### src/rtl/chs_pkg.sv
// ---------------------------------------------------------------------------
// chs_pkg
// Types and helpers for the cool/heat subsystem. The mode/power decoder
// and the thermostat controller both use it.
//   chs_state_t : 2-bit controller state (IDLE=0, HEAT=1, COOL=2)
//   sat_u8      : clamps a 16-bit unsigned value to the 0..255 range
// ---------------------------------------------------------------------------
package chs_pkg;

    typedef enum logic [1:0] {
        ST_IDLE = 2'd0,
        ST_HEAT = 2'd1,
        ST_COOL = 2'd2
    } chs_state_t;

    // Clamp a 16-bit unsigned value to 8 bits.
    function automatic logic [7:0] sat_u8(input logic [15:0] value);
        logic [7:0] result;
        if (value > 16'd255) begin
            result = 8'd255;
        end else begin
            result = value[7:0];
        end
        return result;
    endfunction

endpackage

### src/rtl/temp_avg4.sv
// ---------------------------------------------------------------------------
// temp_avg4
// Moving average over the last four accepted temperature samples.
//   clk            : clock, posedge
//   arst           : asynchronous active-low reset
//   sample_valid_i : one-cycle strobe qualifying sample_i
//   sample_i       : unsigned sample, degrees C
//   avg_o          : registered sum of the last four samples >> 2
//   avg_valid_o    : high once four samples have been accepted
// ---------------------------------------------------------------------------
module temp_avg4 (
    input  logic       clk,
    input  logic       arst,
    input  logic       sample_valid_i,
    input  logic [7:0] sample_i,
    output logic [7:0] avg_o,
    output logic       avg_valid_o
);

    logic [7:0] buf_q [4];
    logic [9:0] sum_q;
    logic [9:0] sum_d;
    logic [2:0] cnt_q;
    logic       avg_valid_q;

    // Running sum: the newest sample enters and the oldest leaves.
    // The modular 10-bit arithmetic is exact because sum_q always contains buf_q[3].
    always_comb begin
        sum_d = sum_q + {2'b00, sample_i} - {2'b00, buf_q[3]};
    end

    // Sample shift register, running sum and saturating fill count.
    always_ff @(posedge clk or negedge arst) begin
        if (!arst) begin
            for (int i = 0; i < 4; i++) begin
                buf_q[i] <= 8'd0;
            end
            sum_q       <= 10'd0;
            cnt_q       <= 3'd0;
            avg_valid_q <= 1'b0;
        end else if (sample_valid_i) begin
            buf_q[0] <= sample_i;
            for (int i = 1; i < 4; i++) begin
                buf_q[i] <= buf_q[i-1];
            end
            sum_q <= sum_d;
            if (cnt_q != 3'd4) begin
                cnt_q <= cnt_q + 3'd1;
            end
            if (cnt_q >= 3'd3) begin
                avg_valid_q <= 1'b1;
            end
        end
    end

    assign avg_o       = sum_q[9:2];
    assign avg_valid_o = avg_valid_q;

endmodule

### src/rtl/thermostat_ctrl.sv
// ---------------------------------------------------------------------------
// thermostat_ctrl
// Chooses HEAT/COOL/IDLE from the averaged temperature. The choice uses
// hysteresis and a minimum dwell time. The block also drives a slew-limited
// fan duty.
//   clk        : clock, posedge
//   arst       : asynchronous active-low reset
//   enable     : controller enable; low forces IDLE
//   temp_valid : strobe qualifying temp_data
//   temp_data  : unsigned sample, degrees C
//   setpoint   : unsigned target, degrees C
//   chs_conf   : averaged temperature, reloaded on each eligible tick
//   speed      : fan duty for the PWM stage
//   state      : IDLE=0, HEAT=1, COOL=2
//   avg_valid  : four samples accepted since reset
// ---------------------------------------------------------------------------
module thermostat_ctrl
    import chs_pkg::*;
#(
    parameter int unsigned TICK_DIV    = 1000,
    parameter int unsigned HYST        = 2,
    parameter int unsigned DWELL_TICKS = 16,
    parameter int unsigned RAMP_STEP   = 8,
    parameter int unsigned GAIN        = 16
) (
    input  logic       clk,
    input  logic       arst,
    input  logic       enable,
    input  logic       temp_valid,
    input  logic [7:0] temp_data,
    input  logic [7:0] setpoint,
    output logic [7:0] chs_conf,
    output logic [7:0] speed,
    output logic [1:0] state,
    output logic       avg_valid
);

    localparam int PW = $clog2(TICK_DIV);
    localparam int DW = (DWELL_TICKS < 1) ? 1 : $clog2(DWELL_TICKS + 1);

    logic [PW-1:0] presc_q, presc_d;
    logic [DW-1:0] dwell_q, dwell_d;
    chs_state_t    state_q, state_d;
    logic [7:0]    speed_q, speed_d, speed_ramp_s;
    logic [7:0]    chs_q, chs_d;
    logic [7:0]    avg_s, target_s, step_s;
    logic          avg_valid_s, tick_s, eval_s;
    logic [8:0]    sp9_s, avg9_s, lo_s, hi_s;
    logic [15:0]   err_s;

    temp_avg4 u_avg (
        .clk            (clk),
        .arst           (arst),
        .sample_valid_i (temp_valid),
        .sample_i       (temp_data),
        .avg_o          (avg_s),
        .avg_valid_o    (avg_valid_s)
    );

    // Tick prescaler and the saturated hysteresis thresholds.
    always_comb begin
        tick_s  = (presc_q == PW'(TICK_DIV - 1));
        presc_d = tick_s ? {PW{1'b0}} : presc_q + PW'(1);
        eval_s  = tick_s & avg_valid_s;
        sp9_s   = {1'b0, setpoint};
        avg9_s  = {1'b0, avg_s};
        lo_s    = (sp9_s >= 9'(HYST)) ? sp9_s - 9'(HYST) : 9'd0;
        hi_s    = ((sp9_s + 9'(HYST)) > 9'd255) ? 9'd255 : sp9_s + 9'(HYST);
    end

    // FSM state register.
    always_ff @(posedge clk or negedge arst) begin
        if (!arst) begin
            state_q <= ST_IDLE;
        end else begin
            state_q <= state_d;
        end
    end

    // FSM next state. Transitions are evaluated only on eligible ticks with the
    // dwell counter expired. A low enable overrides everything.
    always_comb begin
        state_d = state_q;
        if (!enable) begin
            state_d = ST_IDLE;
        end else if (eval_s && (dwell_q == {DW{1'b0}})) begin
            case (state_q)
                ST_IDLE: begin
                    if (avg9_s < lo_s) begin
                        state_d = ST_HEAT;
                    end else if (avg9_s > hi_s) begin
                        state_d = ST_COOL;
                    end else begin
                        state_d = ST_IDLE;
                    end
                end
                ST_HEAT: state_d = (avg9_s >= sp9_s) ? ST_IDLE : ST_HEAT;
                ST_COOL: state_d = (avg9_s <= sp9_s) ? ST_IDLE : ST_COOL;
                default: state_d = ST_IDLE;
            endcase
        end else begin
            state_d = state_q;
        end
    end

    // FSM outputs. The target duty comes from the new-state decision, so the
    // first speed step happens on the same tick as the state change.
    always_comb begin
        err_s = 16'd0;
        case (state_d)
            ST_HEAT: err_s = (setpoint > avg_s) ? {8'd0, setpoint - avg_s} : 16'd0;
            ST_COOL: err_s = (avg_s > setpoint) ? {8'd0, avg_s - setpoint} : 16'd0;
            default: err_s = 16'd0;
        endcase
        target_s = sat_u8(err_s * 16'(GAIN));
    end

    // Dwell counter, slew-limited speed and chs_conf next values.
    always_comb begin
        step_s = 8'(RAMP_STEP);
        if (target_s > speed_q) begin
            speed_ramp_s = ((target_s - speed_q) <= step_s) ? target_s : speed_q + step_s;
        end else begin
            speed_ramp_s = ((speed_q - target_s) <= step_s) ? target_s : speed_q - step_s;
        end
        speed_d = tick_s ? speed_ramp_s : speed_q;
        chs_d   = eval_s ? avg_s : chs_q;
        if (!enable) begin
            dwell_d = {DW{1'b0}};
        end else if (state_d != state_q) begin
            dwell_d = DW'(DWELL_TICKS);
        end else if (tick_s && (dwell_q != {DW{1'b0}})) begin
            dwell_d = dwell_q - DW'(1);
        end else begin
            dwell_d = dwell_q;
        end
    end

    // Datapath registers.
    always_ff @(posedge clk or negedge arst) begin
        if (!arst) begin
            presc_q <= {PW{1'b0}};
            dwell_q <= {DW{1'b0}};
            speed_q <= 8'd0;
            chs_q   <= 8'd0;
        end else begin
            presc_q <= presc_d;
            dwell_q <= dwell_d;
            speed_q <= speed_d;
            chs_q   <= chs_d;
        end
    end

    assign chs_conf  = chs_q;
    assign speed     = speed_q;
    assign state     = state_q;
    assign avg_valid = avg_valid_s;

endmodule

### config.mk
export PLATFORM = sky130hd
export DESIGN_NAME = thermostat_ctrl
export DESIGN_NICKNAME = d
export VERILOG_FILES = /design/src/rtl/chs_pkg.sv /design/src/rtl/temp_avg4.sv /design/src/rtl/thermostat_ctrl.sv
export SDC_FILE = /design/constraint.sdc
export NUM_CORES = 1
export LEC_CHECK = 0
export CAP_MARGIN = 25
export CORE_AREA = 8 8 128 130
export CTS_CLUSTER_DIAMETER = 100
export CTS_CLUSTER_SIZE = 24
export DETAILED_ROUTE_END_ITERATION = 8
export DIE_AREA = 0 0 136 138
export GPL_TIMING_DRIVEN = 0
export SLEW_MARGIN = 20
export SYNTH_ARGS = -nofsm -noshare
export SYNTH_HDL_FRONTEND = slang
export SYNTH_SLANG_ARGS = --single-unit
### constraint.sdc
create_clock -name clk -period 15.8 [get_ports clk]
set_clock_uncertainty 0.15 [all_clocks]
set_input_delay 2.37 -clock clk [delete_from_list [all_inputs] [get_ports clk]]
set_output_delay 2.37 -clock clk [all_outputs]
set_load 0.02 [all_outputs]
==> results of run 1 <==
## Yosys cell counts (all sizes together) (5+ instances only)
cell,n,share of area (%)
a211oi,12,1.6
a21o,8,0.95
a21oi,39,3.1
a221oi,5,0.69
and2,5,0.54
and3,5,0.52
buf,12,1.1
clkbuf,11,0.66
dfrtp,77,31
fa,12,3.8
ha,66,13
inv,78,4.6
mux2,40,7.1
mux2i,7,1.1
nand2,54,3.2
nand2b,9,0.89
nand3,21,1.7
nand4,9,0.99
nor2,48,2.9
nor2b,10,0.99
nor3,13,1.0
o211ai,6,0.93
o21a,5,0.60
o21ai,37,2.9
o31ai,7,0.83
or3,6,0.60
xnor2,19,2.6
xor2,9,1.3
## critical path, delay by kind of cell
family                     cells  cell delay [ns]
buffers and inverters          3             1.02
and+or+nand+nor                7             1.00
AOI/OAI and AO/OA             18             4.45
adders and majority gates      4             1.25
## report_power, final
| group | internal [mW] | switching [mW] | total, mW | leakage [nW] |
|---|---|---|---|---|
| combinational | 0.198 | 0.257 | 0.455 | 2.25 |
| sequential | 0.230 | 0.0336 | 0.264 | 0.928 |
| clock | 0.138 | 0.0766 | 0.215 | 0.156 |
| total | 0.566 | 0.368 | 0.933 | 3.33 |
## kinds of logic (layout without fill, tap and decap cells)
group                      count (synthesis)  count (layout)  synth area share, %
and+or+nand+nor                          198             198                 15.7
AOI/OAI and AO/OA                        164             164                 18.2
buffers and inverters                    102             156                 6.41
adders and majority gates                 78              78                 16.9
DFF                                       77              77                 30.6
muxes                                     47              47                 8.26
xor gates and xnor gates                  28              28                 3.89
## state kept, by name, summed over array words and instances (netlist names)
| signal | flops |
|---|---|
| u_avg.buf_q | 32 |
| presc_q | 10 |
| u_avg.sum_q | 10 |
| chs_conf | 8 |
| speed | 6 |
| dwell_q | 5 |
| u_avg.cnt_q | 3 |
| state | 2 |
| u_avg.avg_valid_o | 1 |
## cell type report
class                      instances  area (sq um)  area share, %
multi-input combinational        515          3970           54.8
sequential                        77          1930           26.6
tap                              184           230           3.18
clock inverter                     6          87.6           1.21
timing repair buffer              38           395           5.46
clock buffer                      10           229           3.16
inverter                          79           297           4.09
buffer                            23           108           1.49
## final timing paths
path                            cells after the start                    endpoint                        from  slack [ns]
max in group asynchronous                           2  u_avg.sum_q[8]$_DFFE_PN0P_                        arst       13.10
worst min register to register                      1        presc_q[9]$_DFF_PN0_        presc_q[9]$_DFF_PN0_        0.33
worst min-delay path                                1        presc_q[9]$_DFF_PN0_        presc_q[9]$_DFF_PN0_        0.33
worst max-delay path                               32        speed[7]$_DFFE_PN0N_                 setpoint[1]        5.73
worst max register to register                     24        speed[7]$_DFFE_PN0N_  u_avg.sum_q[8]$_DFFE_PN0P_        9.32
min in group asynchronous                           1  u_avg.buf_q[9]$_DFFE_PN0P_                        arst        1.83
## layer usage
metal | global-route usage (%) | up-vias
met5 | 0 | -
met4 | 4.34 | 0
met3 | 2.17 | 13
met2 | 26.8 | 90
met1 | 21.2 | 2462
li1 | - | 2538
==> report_table.html, run 1 <==
<table>
<tr><th>Metric</th><th>Value</th></tr>
<tr><th colspan="2">Floorplan</th></tr>
<tr><td>Total Die Area</td><td>18800 sq um</td></tr>
<tr><td>Floorplan die width</td><td>136 um</td></tr>
<tr><td>Placement Rows</td><td>44</td></tr>
<tr><td>Number of placed I/O pins</td><td>39</td></tr>
<tr><td>Chip Height</td><td>138 um</td></tr>
<tr><td>Effective utilization at floorplan</td><td>44.0%</td></tr>
<tr><td>Core footprint</td><td>14300 sq um</td></tr>
<tr><th colspan="2">Placement</th></tr>
<tr><td>Number of input and output port buffers inserted</td><td>37</td></tr>
<tr><td>Dpl ws</td><td>5.41 ns</td></tr>
<tr><td>Final Wtd Congestion</td><td>0.872</td></tr>
<tr><td>Placed cell count</td><td>916</td></tr>
<tr><td>Half-perimeter wire length after placement</td><td>11800 um</td></tr>
<tr><td>Instance area after placement</td><td>6930 sq um</td></tr>
<tr><th colspan="2">Cells and area</th></tr>
<tr><td>Final Instance Count excl. Fillers</td><td>932</td></tr>
<tr><td>Number of diodes added for antenna fixing</td><td>0</td></tr>
<tr><td>Post-Route Utilization</td><td>50.6%</td></tr>
<tr><td>Share of cells above drive strength 1</td><td>11.8%</td></tr>
<tr><td>Fill count</td><td>1360</td></tr>
<tr><td>Highest-count cells in the layout ignoring fill and taps</td><td>78 x inv_1, 77 x dfrtp_1, 66 x ha_1, 54 x nand2_1, 47 x nor2_1</td></tr>
<tr><td>Nets</td><td>841</td></tr>
<tr><td>Leading cell type in the layout, fill and taps excluded</td><td>inv_1</td></tr>
<tr><td>Final Cell Area</td><td>7240 sq um</td></tr>
<tr><td>Synthesis-to-finish area growth</td><td>14.9%</td></tr>
<tr><th colspan="2">Detailed routing</th></tr>
<tr><td>First-pass iteration count of the detailed router</td><td>4</td></tr>
<tr><td>Met3 Wirelength</td><td>507 um</td></tr>
<tr><td>Uppermost routed layer</td><td>met4</td></tr>
<tr><td>Number of vias after detailed routing</td><td>5103</td></tr>
<tr><td>DRT iter0 DRCs</td><td>312</td></tr>
<tr><td>Antenna Violating Nets Remaining</td><td>0</td></tr>
<tr><td>Sum of routed wire segments on met1</td><td>6940 um</td></tr>
<tr><td>Met2 routed wirelength</td><td>7030 um</td></tr>
<tr><td>Post-detailed-route DRC marker count</td><td>0</td></tr>
<tr><td>Average wire length per cell after detail routing</td><td>15.7 um</td></tr>
<tr><td>Avg Vias per Cell</td><td>5.48</td></tr>
<tr><td>Wire length reported by the detailed router</td><td>14700 um</td></tr>
<tr><th colspan="2">STA</th></tr>
<tr><td>Worst path setup slack after routing</td><td>5.73 ns</td></tr>
<tr><td>Slew at the pin closest to its max-slew limit</td><td>0.802 ns</td></tr>
<tr><td>Count of endpoints failing hold in the final timing report</td><td>0</td></tr>
<tr><td>Maximum operating frequency</td><td>99.3 MHz</td></tr>
<tr><td>Setup total negative slack</td><td>0 ns</td></tr>
<tr><td>Number of pins with negative max-slew slack in the final report</td><td>0</td></tr>
<tr><td>Max_slew headroom</td><td>45.1%</td></tr>
<tr><td>Worst hold slack after final layout</td><td>0.327 ns</td></tr>
<tr><td>Setup repair after global routing missed its margin</td><td>no</td></tr>
<tr><td>Number of endpoints failing setup at the final stage</td><td>0</td></tr>
<tr><td>Share of the cycle needed by the critical path after routing</td><td>63.7%</td></tr>
<tr><td>Post-layout min period</td><td>10.07 ns</td></tr>
<tr><th colspan="2">Setup path</th></tr>
<tr><td>Kind of end point of the critical path</td><td>register</td></tr>
<tr><td>Data required, critical path</td><td>15.87 ns</td></tr>
<tr><td>Crit-path most repeated cell</td><td>ha_1</td></tr>
<tr><td>Maximum single-stage delay on the critical path</td><td>0.72 ns</td></tr>
<tr><td>CP Launch Type</td><td>primary input</td></tr>
<tr><td>Worst Path Max Fanout</td><td>8</td></tr>
<tr><td>Crit Path Category</td><td>primary input to register</td></tr>
<tr><td>Cell with the biggest individual delay on the critical path</td><td>clkdlybuf4s50_1</td></tr>
<tr><td>Arrival time of data at the critical path endpoint</td><td>10.14 ns</td></tr>
<tr><th colspan="2">GRT</th></tr>
<tr><td>Final global-route overflow total</td><td>0</td></tr>
<tr><td>Pin count of the biggest net entering global routing</td><td>46</td></tr>
<tr><td>Number of global-route vias before repair</td><td>5289</td></tr>
<tr><td>First-pass GRT wire length</td><td>25200 um</td></tr>
<tr><td>Number of antenna violations at the first check in global routing</td><td>0</td></tr>
<tr><td>Total routing resource utilization after global routing</td><td>16.1%</td></tr>
<tr><th colspan="2">Synthesis</th></tr>
<tr><td>Total nets after synthesis</td><td>792</td></tr>
<tr><td>Post-synthesis instance area</td><td>6300 sq um</td></tr>
<tr><td>Unique cell type count in the Yosys netlist</td><td>81</td></tr>
<tr><td>Syn Area/Cell</td><td>9.08 sq um</td></tr>
<tr><td>Syn Inst Count</td><td>694</td></tr>
<tr><td>Number of enable-type register cells in the synthesized netlist</td><td>0</td></tr>
<tr><td>Sequential-to-total area share from yosys stat</td><td>30.6%</td></tr>
<tr><td>Fraction of synthesis flops using an asynchronous set or reset pin</td><td>100%</td></tr>
<tr><td>Number of flip-flops and latches in the synthesized netlist</td><td>77</td></tr>
<tr><td>Primary FF master, synth</td><td>dfrtp_1</td></tr>
<tr><td>Count of synthesis-stage warnings from yosys</td><td>0</td></tr>
<tr><th colspan="2">Power</th></tr>
<tr><td>Areal power density over the cells</td><td>129 nW/um^2</td></tr>
<tr><td>Peak supply drop</td><td>0.104 mV</td></tr>
<tr><td>Leakage power</td><td>3.33 nW</td></tr>
<tr><td>Sum of internal, switching and leakage power</td><td>0.933 mW</td></tr>
<tr><th colspan="2">Clocking</th></tr>
<tr><td>CTS resizes</td><td>0</td></tr>
<tr><td>Buffers from clock root to sink, at most</td><td>2</td></tr>
<tr><td>Post-CTS setup buffer count</td><td>0</td></tr>
<tr><td>H-tree levels</td><td>3</td></tr>
<tr><td>Number of buffers created by CTS</td><td>9</td></tr>
<tr><td>Clock transition at the register clock pins on the worst setup and hold paths after CTS</td><td>0.06 ns</td></tr>
<tr><td>Clock tree from TritonCTS</td><td>done</td></tr>
<tr><td>Sink count of the clock tree</td><td>77</td></tr>
<tr><td>Post-CTS Hold Buffers</td><td>0</td></tr>
<tr><td>CTS Root Cell</td><td>clkbuf_16</td></tr>
<tr><td>Insertion delay to the later sink of the worst-skew pair</td><td>0.33 ns</td></tr>
<tr><th colspan="2">Worst hold path</th></tr>
<tr><td>Hold Crit Class</td><td>register to register</td></tr>
<tr><th colspan="2">Status</th></tr>
<tr><td>Outcome</td><td>completed</td></tr>
<tr><th colspan="2">Flow run</th></tr>
<tr><td>Number of maximum-capacitance constraint violations</td><td>0</td></tr>
</table>
Power figures use the tool's default switching activity.
==> run 2, diff against run 1 <==
==> constraint.sdc (replaced) <==
create_clock -name clk -period 10.44 [get_ports clk]
set_clock_uncertainty 0.15 [all_clocks]
set_input_delay 1.566 -clock clk [delete_from_list [all_inputs] [get_ports clk]]
set_output_delay 1.566 -clock clk [all_outputs]
set_load 0.02 [all_outputs]
==> results of run 2 <==
The final DEF is identical to that of run 1. Status: completed.
Among the figures that moved: setup slack after placement 5.41 ns -> 0.849 ns; setup slack after layout 5.73 ns -> 1.17 ns; register-to-register setup slack 9.32 ns -> 3.96 ns; total power 0.933 mW -> 1.41 mW; worst IR drop on VDD 0.104 mV -> 0.158 mV
